<file path="src/rtl/param_sync_fifo.sv">
// Parametrised single-clock FIFO with level flags, fill count and
// sticky overflow/underflow error flags.
module param_sync_fifo #(
    parameter int WIDTH    = 16,
    parameter int DEPTH    = 16,
    parameter int AF_LEVEL = DEPTH - 2,
    parameter int AE_LEVEL = 2,
    localparam int AW      = $clog2(DEPTH)
) (
    input  logic             clk,
    input  logic             rst,
    input  logic             w,
    input  logic             r,
    input  logic             clr_err,
    input  logic [WIDTH-1:0] data_in,
    output logic [WIDTH-1:0] data_out,
    output logic             empty,
    output logic             full,
    output logic             almost_empty,
    output logic             almost_full,
    output logic [AW:0]      count,
    output logic             overflow,
    output logic             underflow
);

    localparam logic [AW:0] DEPTH_C = (AW + 1)'(DEPTH);
    localparam logic [AW:0] AF_C    = (AW + 1)'(AF_LEVEL);
    localparam logic [AW:0] AE_C    = (AW + 1)'(AE_LEVEL);

    logic [WIDTH-1:0] mem [DEPTH];
    logic [AW-1:0]    wr_ptr;
    logic [AW-1:0]    rd_ptr;
    logic             wr_ok;
    logic             rd_ok;
    logic             ovf_evt;
    logic             unf_evt;

    // Flags decode only the registered count, never r or w.
    assign empty        = (count == '0);
    assign full         = (count == DEPTH_C);
    assign almost_empty = (count <= AE_C);
    assign almost_full  = (count >= AF_C);

    // A read frees a slot in the same cycle, so a full FIFO still
    // accepts a write when a read is also accepted.
    assign wr_ok   = w && (!full || r);
    assign rd_ok   = r && !empty;
    assign ovf_evt = w && full && !r;
    assign unf_evt = r && empty;

    always_ff @(posedge clk) begin
        if (wr_ok) begin
            mem[wr_ptr] <= data_in;
        end
    end

    always_ff @(posedge clk or posedge rst) begin
        if (rst) begin
            wr_ptr    <= '0;
            rd_ptr    <= '0;
            count     <= '0;
            data_out  <= '0;
            overflow  <= 1'b0;
            underflow <= 1'b0;
        end else begin
            if (wr_ok) begin
                wr_ptr <= wr_ptr + 1'b1;
            end
            if (rd_ok) begin
                rd_ptr   <= rd_ptr + 1'b1;
                data_out <= mem[rd_ptr];
            end
            if (wr_ok && !rd_ok) begin
                count <= count + 1'b1;
            end else if (rd_ok && !wr_ok) begin
                count <= count - 1'b1;
            end
            // A new error in the clearing cycle keeps the flag set.
            overflow  <= ovf_evt || (overflow && !clr_err);
            underflow <= unf_evt || (underflow && !clr_err);
        end
    end

endmodule

</file>
<file path="config.mk">
export PLATFORM = sky130hd
export DESIGN_NAME = param_sync_fifo
export DESIGN_NICKNAME = d
export VERILOG_FILES = /design/src/rtl/param_sync_fifo.sv
export SDC_FILE = /design/constraint.sdc
export NUM_CORES = 1
export LEC_CHECK = 0
export ABC_CLOCK_PERIOD_IN_PS = 2600
export CAP_MARGIN = 15
export CORE_MARGIN = 4
export CORE_UTILIZATION = 45
export DETAILED_ROUTE_END_ITERATION = 8
export PLACE_DENSITY = 0.73
export SETUP_SLACK_MARGIN = 0.1
export SLEW_MARGIN = 20
export SYNTH_ARGS = -nofsm -noshare
export SYNTH_HDL_FRONTEND = slang
export SYNTH_SLANG_ARGS = --single-unit
</file>
<file path="constraint.sdc">
create_clock -name clk -period 2.6 [get_ports clk]
set_input_delay 0.65 -clock clk [delete_from_list [all_inputs] [get_ports clk]]
set_output_delay 0.65 -clock clk [all_outputs]
set_load 0.01 [all_outputs]
</file>
==> results of run 1 <==
power by group through the flow:
| stage | combinational, uW | sequential (uW) | clock (uW) |
|---|---|---|---|
| floorplan | 2800 | 6080 | 0 |
| global placement | 4050 | 6130 | 0 |
| detailed placement | 4160 | 6170 | 0 |
| CTS | 4260 | 6060 | 3960 |
| global route | 4570 | 6120 | 4160 |
| finish | 4240 | 6050 | 3880 |
registers in the layout, indices dropped and copies added, names as in the netlist:
signal / cells
underflow: 1
wr_ptr: 4
rd_ptr: 4
data_out: 16
overflow: 1
count: 5
mem: 256
layout by cell type (no fill, tap or decap), types with 5 or more instances in the layout:
cell and instances:
mux2i_1 34, o221ai_1 15, and2_1 16, inv_1 7
buf_4 49, clkbuf_8 5, ha_1 6, dfrtp_1 26
xnor2_1 8, edfxtp_1 256, mux4_2 64, clkbuf_16 29
buf_12 6, dfrtp_2 5, clkbuf_1 11, nand2_1 24
clkdlybuf4s50_1 43
cells in the mapped netlist, types with 3 or more instances:
cell	count	area [sq um]
ha_1	9	113
xnor2_1	8	70.1
o221ai_1	15	131
mux4_2	64	1440
edfxtp_1	256	7690
nand2_1	24	90.1
o21ai_0	3	15.0
nor2_1	3	11.3
buf_2	9	45.0
dfrtp_1	31	776
and2_1	16	100
inv_1	9	33.8
buf_6	5	56.3
mux2i_1	34	340
buf_4	9	67.6
routing by layer:
metal  vias up  track usage, %  part of all wire [%]
li1       2364               -                     -
met1      2885            23.1                    42
met2       181            26.7                    50
met3        44            2.19                   5.2
met4         0            5.56                   3.1
met5         -               0                     0
path summary, 6_finish.rpt:
kind	endpoint	slack, ns
max	count[4]$_DFFE_PP0P_	0.07
min	data_out[7]$_DFFE_PP0P_	0.49
max reg2reg	count[4]$_DFFE_PP0P_	0.07
min reg2reg	data_out[7]$_DFFE_PP0P_	0.49
max in group asynchronous	rd_ptr[0]$_DFFE_PP0P_	1.68
min in group asynchronous	underflow$_DFF_PP0_	0.55
critical path, cell delays in order (launching register included):
cell,delay (ns)
dfrtp_2,0.42
nor4_4,0.34
buf_4,0.17
and2b_4,0.15
buf_6,0.10
nor2b_4,0.04
inv_4,0.06
ha_4,0.16
fa_2,0.23
inv_2,0.03
a21o_1,0.18
a21oi_2,0.17
mux2i_1,0.26
xnor2_1,0.15
through the flow:
step | std cells | hold slack (ns) | TNS (ns)
floorplan | 523 | 0.495 | 0
global placement | 917 | 0.473 | -0.168
detailed placement | 917 | 0.473 | -1.29
CTS | 974 | 0.490 | 0
global route | 978 | 0.526 | -0.0242
finish | 978 | 0.489 | 0
layout make-up:
cell class / instances / area (sq um) / share of cell area (%)
tap: 324 / 405 / 3.03
multi-input combinational: 201 / 2600 / 19.4
clock buffer: 45 / 836 / 6.24
inverter: 11 / 48.8 / 0.364
timing repair buffer: 103 / 968 / 7.23
sequential: 287 / 8470 / 63.2
clock inverter: 7 / 63.8 / 0.477
cells by family (layout without fill, tap and decap cells):
family	count (synthesis)	count (layout)	share of synthesized area [%]
muxes	98	98	15.9
buffers and inverters	35	166	1.95
DFF	287	287	75.4
xor gates and xnor gates	10	10	0.780
AOI/OAI and AO/OA	28	28	2.13
adders and majority gates	10	10	1.18
and+or+nand+nor	55	55	2.70
what timing repair did:
action | CTS | global route
buffers inserted | 5 | 4
gates resized for setup | 5 | 6
pin swaps | 4 | 8
setup endpoints to repair | 4 | 5
gates cloned | 0 | 0
==> run summary, run 1 <==
final core occ = 54.7%
syn avg cell area = 21.5 sq um
worst-case clock buffer depth = 3
Ports = 48
Post-DP HPWL = 13.6 mm
Async S/R FF share, synth = 10.8%
Slew @ Worst Pin = 0.583 ns
Comb pwr share = 29.9%
Hold Path Cell Cnt = 2
Synth cell types = 36
Routed WL = 22.8 mm
Period minus WS final = 2.53 ns
CTS Buf Count = 28
global route overflow = 0
Worst Setup End Kind = flip-flop
type of the worst min-delay path = reg -> reg
Avg WL per Cell = 23.3 um
sequential area share after synthesis = 75.4%
synthesized flop and latch total = 287
routability cong. = 0.800
placed cell area = 12400 sq um
Final nets = 663
EDFF count, synth = 256
Site Rows = 57
CTS tree = yes
GRT Util Overall = 16.4%
Yosys Warn Count = 0
crit-path max FO = 3
Worst Path Required = 3.05 ns
top_reg_cell synth = edfxtp_1
Place WS = -0.212 ns
Synth Instances = 523
LEAKAGE = 0.00457 uW
CTS root buf = clkbuf_16
final setup margin = 0.0707 ns
Internal Power = 10200 uW
Starting DRT DRC Count = 459
fmax = 395 MHz
RSZ-0062 raised after global routing = true
CTS Hold Bufs = 0
antenna cells = 0
Max-slew headroom = 61.1%
die span in y = 166 um
initial antenna violation count = 0
max_cap viols = 0
Switching Share = 28.3%
Initial Utilization = 45.9%
vias in the first global route = 5770
clock power share = 27.4%
DR vias = 5474
status = finished, final reports clean
Post-Syn Area = 11200 sq um
largest net degree at the start of global routing = 52
period utilisation layout = 97.3%
share of layout cells above drive strength 1 = 28.4%
CORE AREA = 24500 sq um
critical path launch point type = flip-flop
total die area = 27500 sq um
Filler Cell Count = 1816
CP arrival = 2.98 ns
First-pass DRT Iterations = 5
first-pass GRT wire length = 35.0 mm
Worst R2R Path Depth = 13
IO Port Bufs = 47
Die W = 166 um
clock sink count = 287
pwr/cell area = 1060 nW/um^2
critical path class = reg -> reg
overall power = 14200 uW
Net Count, Synth = 554
Slew Limit Fails = 0
Clk Latency, worst-skew pair = 0.53 ns
Reg power frac = 42.7%
critical path startpoint = count[3]$_DFFE_PP0P_
reg-to-reg startpoint = count[3]$_DFFE_PP0P_
CTS H-Tree Depth = 1
drt via density = 5.60
maximum vdd drop = 0.428 mV
final setup vio count = 0
Clock Skew = 0.00866 ns
hold_sp = data_out[7]$_DFFE_PP0P_
Final Hold Viols = 0
drc violations = 0
Clock Pin Slew Worst Setup and Hold Paths = 0.06 ns
Psw = 4010 uW
Antenna Nets Post-Route = 0
Area Overhead vs Synth = 19.3%
final cell area excluding filler cells = 13400 sq um
Note: power is estimated with default switching activity, not from simulation.
==> run 2: changes to the inputs <==
--- a/config.mk
+++ b/config.mk
@@ -8,9 +8,9 @@
 export ABC_CLOCK_PERIOD_IN_PS = 2600
 export CAP_MARGIN = 15
 export CORE_MARGIN = 4
-export CORE_UTILIZATION = 45
+export CORE_UTILIZATION = 54
 export DETAILED_ROUTE_END_ITERATION = 8
-export PLACE_DENSITY = 0.73
+export PLACE_DENSITY = 0.84
 export SETUP_SLACK_MARGIN = 0.1
 export SLEW_MARGIN = 20
 export SYNTH_ARGS = -nofsm -noshare
==> run summary, run 2 (same netlist as run 1, synthesis figures left out) <==
Area Overhead vs Synth = 19.2% (about the same)
maximum vdd drop = 0.551 mV (+29%)
IO Port Bufs = 47 (unchanged)
pwr/cell area = 1080 nW/um^2 (+2.0%)
critical path launch point type = flip-flop
GRT Util Overall = 21.0% (+4.7 points)
Clk Latency, worst-skew pair = 0.53 ns (about the same)
Site Rows = 52 (-8.8%)
Starting DRT DRC Count = 448 (-2.4%)
max reg flops = 256 (unchanged)
Worst Path Required = 1.95 ns (-1.10 ns)
Place WS = -0.160 ns (+0.0514 ns)
period utilisation layout = 93.9% (-3.4 points)
CTS H-Tree Depth = 1 (unchanged)
Slew @ Worst Pin = 0.619 ns (+0.0353 ns)
total die area = 23200 sq um (-16%)
Max-slew headroom = 58.8% (-2.4 points)
die span in y = 152 um (-8.3%)
Clock Skew = 0.0151 ns (+0.00646 ns)
RSZ-0062 raised after global routing = true
status = finished, final reports clean
Reg with most FFs = mem
Final Hold Viols = 0 (unchanged)
CTS tree = yes
Slew Limit Fails = 0 (unchanged)
worst hold slack = 0.486 ns (-0.00284 ns)
Ports = 48 (unchanged)
Clock Pin Slew Worst Setup and Hold Paths = 0.06 ns (about the same)
CP arrival = 1.79 ns (-1.19 ns)
crit-path max FO = 5 (+2)
final cell area excluding filler cells = 13400 sq um (about the same)
final setup vio count = 0 (unchanged)
global route overflow = 0 (unchanged)
critical path class = reg -> out
CORE AREA = 20400 sq um (-17%)
Routed WL = 23.9 mm (+4.9%)
worst-case clock buffer depth = 3 (unchanged)
overall power = 14500 uW (+2.0%)
placed cell area = 12400 sq um (+0.12%)
final setup margin = 0.158 ns (+0.0875 ns)
first-pass GRT wire length = 37.0 mm (+5.8%)
Avg WL per Cell = 26.0 um (+11%)
share of layout cells above drive strength 1 = 27.8% (-0.59 points)
routability cong. = 0.805 (+0.62%)
type of the worst min-delay path = reg -> reg
drt via density = 6.01 (+7.4%)
Antenna Nets Post-Route = 0 (unchanged)
Period minus WS final = 2.44 ns (-0.0875 ns)
initial antenna violation count = 0 (unchanged)
Final nets = 660 (-0.45%)
setup TNS = 0 ns (unchanged)
commonest cells after routing, fill and taps aside = 256 x edfxtp_1, 64 x mux4_2, 43 x clkdlybuf4s50_1
CTS root buf = clkbuf_16
Post-DP HPWL = 13.9 mm (+2.0%)
LEAKAGE = 0.00458 uW (+0.13%)
First-pass DRT Iterations = 4 (-1)
CTS Buf Count = 28 (unchanged)
CTS Hold Bufs = 0 (unchanged)
fmax = 410 MHz (+3.6%)
DR vias = 5531 (+1.0%)
largest net degree at the start of global routing = 32 (-38%)
drc violations = 0 (unchanged)
Top Registers = mem: 256 flops, data_out: 16 flops, count: 5 flops
vias in the first global route = 6000 (+4.0%)
max_cap viols = 0 (unchanged)
antenna cells = 0 (unchanged)
Initial Utilization = 55.1% (+9.2 points)
Worst Setup End Kind = primary output
Die W = 152 um (-8.3%)
commonest non-fill, non-tap cell in the layout = edfxtp_1
clock sink count = 287 (unchanged)
## run 2: critical path, cell delays in order, from the launching register on
cell and delay, ns:
dfrtp_2 0.42, buf_4 0.16, a2111oi_0 0.36, dlygate4sd2_1 0.31
## run 2: final cells by class
| cell class | instances | area (sq um) |
|---|---|---|
| sequential | 287 | 8470 |
| fill | 1241 | 6980 |
| multi-input combinational | 201 | 2600 |
| timing repair buffer | 100 | 1020 |
| clock buffer | 34 | 744 |
| tap | 270 | 338 |
| clock inverter | 17 | 163 |
| inverter | 11 | 48.8 |
## run 2: report_power, final
part | internal, uW | switching (uW) | total [uW]
Clock | 2330 | 1630 | 3960
Combinational | 2280 | 2040 | 4320
Sequential | 5680 | 489 | 6170
Total | 10300 | 4160 | 14500
## run 2: per-stage QoR
stage / util (%) / instances
after floorplan: - / 523
after global placement: 60.9 / 864
after detailed placement: 60.9 / 864
after CTS: 65.4 / 917
after global routing: 65.7 / 920
final: 65.7 / 920
## run 2: final timing paths
| check | start | endpoint | slack (ns) | cells past startpoint |
|---|---|---|---|---|
| worst min-delay path | data_out[7]$_DFFE_PP0P_ | data_out[7]$_DFFE_PP0P_ | 0.49 | 2 |
| worst min register to register | data_out[7]$_DFFE_PP0P_ | data_out[7]$_DFFE_PP0P_ | 0.49 | 2 |
| worst max register to register | count[1]$_DFFE_PP0P_ | count[3]$_DFFE_PP0P_ | 0.22 | 12 |
| max in group asynchronous | rst | count[3]$_DFFE_PP0P_ | 1.70 | 3 |
| min in group asynchronous | rst | data_out[2]$_DFFE_PP0P_ | 0.54 | 3 |
| worst max-delay path | count[1]$_DFFE_PP0P_ | almost_empty | 0.16 | 3 |
## run 2: timing repair
item                                    CTS  global route
endpoints found under the setup margin    3             4
setup buffers                             2             3
pin swaps                                 2             7
gates resized for setup                   3             8
## run 2: layer usage
| metal | vias up | part of all wire [%] | global-route usage [%] |
|---|---|---|---|
| li1 | 2358 | - | - |
| met3 | 49 | 8.1 | 4.37 |
| met5 | - | 0 | 0 |
| met2 | 267 | 52 | 35.4 |
| met4 | 0 | 2.8 | 7.19 |
| met1 | 2857 | 37 | 27.8 |
==> run 3: changes to the inputs <==
--- a/config.mk
+++ b/config.mk
@@ -5,12 +5,14 @@
 export SDC_FILE = /design/constraint.sdc
 export NUM_CORES = 1
 export LEC_CHECK = 0
+export ABC_AREA = 1
 export ABC_CLOCK_PERIOD_IN_PS = 2600
 export CAP_MARGIN = 15
 export CORE_MARGIN = 4
-export CORE_UTILIZATION = 54
+export CORE_UTILIZATION = 55
+export CTS_CLUSTER_DIAMETER = 120
 export DETAILED_ROUTE_END_ITERATION = 8
-export PLACE_DENSITY = 0.84
+export PLACE_DENSITY = 0.85
 export SETUP_SLACK_MARGIN = 0.1
 export SLEW_MARGIN = 20
 export SYNTH_ARGS = -nofsm -noshare
==> run summary, run 3 <==
overall power = 15400 uW (+6.4%)
first-pass GRT wire length = 44.9 mm (+21%)
Area contributors post-synth = edfxtp_1 62%, nand2_1 12%, nand3_1 8.0%
post-CTS sizing = 8 (+5)
GRT busiest layer = met2
final setup vio count = 0 (unchanged)
Async S/R FF share, synth = 10.8% (unchanged)
setup bufs post-CTS = 0 (-2)
Filler Cell Count = 1582 (+27%)
Yosys Warn Count = 0 (unchanged)
CTS root buf = clkbuf_16
EDFF count, synth = 256 (unchanged)
met3 usage = 3.67% (-0.70 points)
Comb pwr share = 35.5% (+5.6 points)
First-pass DRT Iterations = 7 (+3)
maximum vdd drop = 0.874 mV (+59%)
CP arrival = 1.75 ns (-0.04 ns)
sequential area share after synthesis = 67.8% (-7.6 points)
routing usage on met1 = 30.4% (+2.5 points)
Clk Latency, worst-skew pair = 0.54 ns (about the same)
commonest non-fill, non-tap cell in the layout = nand2_1
GRT Util Overall = 23.3% (+2.3 points)
Area Overhead vs Synth = 15.5%
Antenna Nets Post-Route = 0 (unchanged)
CORE AREA = 22100 sq um (+8.5%)
Max-slew headroom = 50.6% (-8.2 points)
Die W = 159 um (+4.2%)
synth cell count leaders = 413 x nand2_1, 256 x edfxtp_1, 213 x inv_1
Starting DRT DRC Count = 985 (+120%)
drc violations = 0 (unchanged)
total die area = 25200 sq um (+8.7%)
Non-Filler Instances = 1593 (+73%)
Clock Skew = 0.00902 ns (-0.00610 ns)
IO Port Bufs = 47 (unchanged)
Initial Utilization = 56.5% (+1.4 points)
Final nets = 1322 (+100%)
Internal Power = 9760 uW (-5.2%)
Final Hold Viols = 0 (unchanged)
CTS H-Tree Depth = 1 (unchanged)
share of layout cells above drive strength 1 = 8.15% (-20 points)
period utilisation layout = 92.4% (-1.5 points)
pwr/cell area = 1070 nW/um^2 (-1.3%)
CTS tree = yes
Worst Setup End Kind = primary output
antenna cells = 0 (unchanged)
Switching Share = 36.5% (+7.7 points)
max reg flops = 256 (unchanged)
grt met2 use = 39.6% (+4.2 points)
commonest cells after routing, fill and taps aside = 413 x nand2_1, 256 x edfxtp_1, 210 x inv_1
Avg WL per Cell = 18.3 um (-29%)
synthesized flop and latch total = 287 (unchanged)
Slew @ Worst Pin = 0.739 ns (+0.121 ns)
Worst Path Required = 1.95 ns (about the same)
Synth top area share = 61.6% (-6.9 points)
critical path class = reg -> out
Net Count, Synth = 1254 (+130%)
CTS Hold Bufs = 0 (unchanged)
global route overflow = 0 (unchanged)
Routed WL = 29.2 mm (+22%)
routability cong. = 0.868 (+7.8%)
clock sink count = 287 (unchanged)
Clock Pin Slew Worst Setup and Hold Paths = 0.06 ns (about the same)
max_cap viols = 0 (unchanged)
Synth cell types = 25 (-31%)
CTS Buf Count = 29 (+3.6%)
Psw = 5610 uW (+35%)
worst-case clock buffer depth = 3 (unchanged)
placed instance count = 1540 (+78%)
status = finished, final reports clean
clock power share = 25.9% (-1.5 points)
Synth area leader = edfxtp_1
crit-path max FO = 5 (unchanged)
Post-DP HPWL = 17.6 mm (+27%)
count leader, synth = nand2_1
Period minus WS final = 2.40 ns (-0.0385 ns)
critical path launch point type = flip-flop
Synth Instances = 1223 (+130%)
Slew Limit Fails = 0 (unchanged)
vias in the first global route = 8530 (+42%)
die span in y = 159 um (+4.2%)
Post-Syn Area = 12500 sq um (+11%)
worst hold slack = 0.475 ns (-0.0118 ns)
fmax = 416 MHz (+1.6%)
syn avg cell area = 10.2 sq um (-52%)
type of the worst min-delay path = reg -> reg
top_reg_cell synth = edfxtp_1
final core occ = 65.3% (-0.45 points)
Ports = 48 (unchanged)
Top Registers = mem: 256 flops, data_out: 16 flops, count: 5 flops
RSZ-0062 raised after global routing = false
Site Rows = 54 (+3.8%)
largest net degree at the start of global routing = 131 (+310%)
initial antenna violation count = 0 (unchanged)
LEAKAGE = 0.00631 uW (+38%)
Reg power frac = 38.6% (-4.1 points)
drt via density = 5.47 (-9.0%)
Reg with most FFs = mem
DR vias = 8711 (+57%)
==> run 3: kinds of logic after synthesis <==
| kind of cell | share of synthesized area [%] |
|---|---|
| buffers and inverters | 8.80 |
| AOI/OAI and AO/OA | 0.521 |
| DFF | 67.8 |
| and+or+nand+nor | 21.2 |
| xor gates and xnor gates | 0.561 |
| adders and majority gates | 1.06 |
==> run 3: layout make-up <==
type | instances | area, sq um | share of cell area [%]
sequential | 287 | 8470 | 58.7
multi-input combinational | 665 | 2940 | 20.4
clock buffer | 35 | 748 | 5.19
inverter | 216 | 812 | 5.63
timing repair buffer | 92 | 930 | 6.45
clock inverter | 18 | 166 | 1.15
tap | 280 | 350 | 2.43
==> run 3: per-stage QoR <==
stage / TNS [ns] / area (sq um) / setup WS [ns]
finish: 0 / 14400 / 0.197
global placement: 0 / 13500 / 0.0287
global route: 0 / 14400 / 0.138
floorplan: 0 / 12500 / 0.313
CTS: 0 / 14400 / 0.190
detailed placement: -0.0557 / 13500 / -0.0557
==> run 3: power groups by stage <==
stage | Combinational (uW) | Sequential, uW | Clock (uW)
2_1_floorplan | 3440 | 6020 | 0
3_3_place_gp | 5130 | 5980 | 0
3_5_place_dp | 5320 | 6000 | 0
4_1_cts | 5380 | 5930 | 4030
5_1_grt | 5940 | 5970 | 4230
6_report | 5460 | 5930 | 3980
==> run 3: final timing paths <==
kind / from / to / slack (ns) / depth (start not counted)
worst max-delay path: count[2]$_DFFE_PP0P_ / almost_full / 0.20 / 3
worst min-delay path: data_out[10]$_DFFE_PP0P_ / data_out[10]$_DFFE_PP0P_ / 0.47 / 2
worst max register to register: count[2]$_DFFE_PP0P_ / count[4]$_DFFE_PP0P_ / 0.30 / 15
worst min register to register: data_out[10]$_DFFE_PP0P_ / data_out[10]$_DFFE_PP0P_ / 0.47 / 2
max in group asynchronous: rst / count[3]$_DFFE_PP0P_ / 1.55 / 3
min in group asynchronous: rst / rd_ptr[0]$_DFFE_PP0P_ / 0.50 / 2
==> run 3: layer usage <==
layer  vias to the layer above  wire length [um]
li1                       4048                 -
met5                         -                 0
met3                        81              2640
met2                       469             14400
met1                      4113             11000
met4                         0              1110
==> run 3: worst max-delay path, stage by stage (launching register included) <==
cell	delay (ns)
dfrtp_1	0.47
nand3_1	0.12
nand2_1	0.07
clkdlybuf4s50_1	0.54
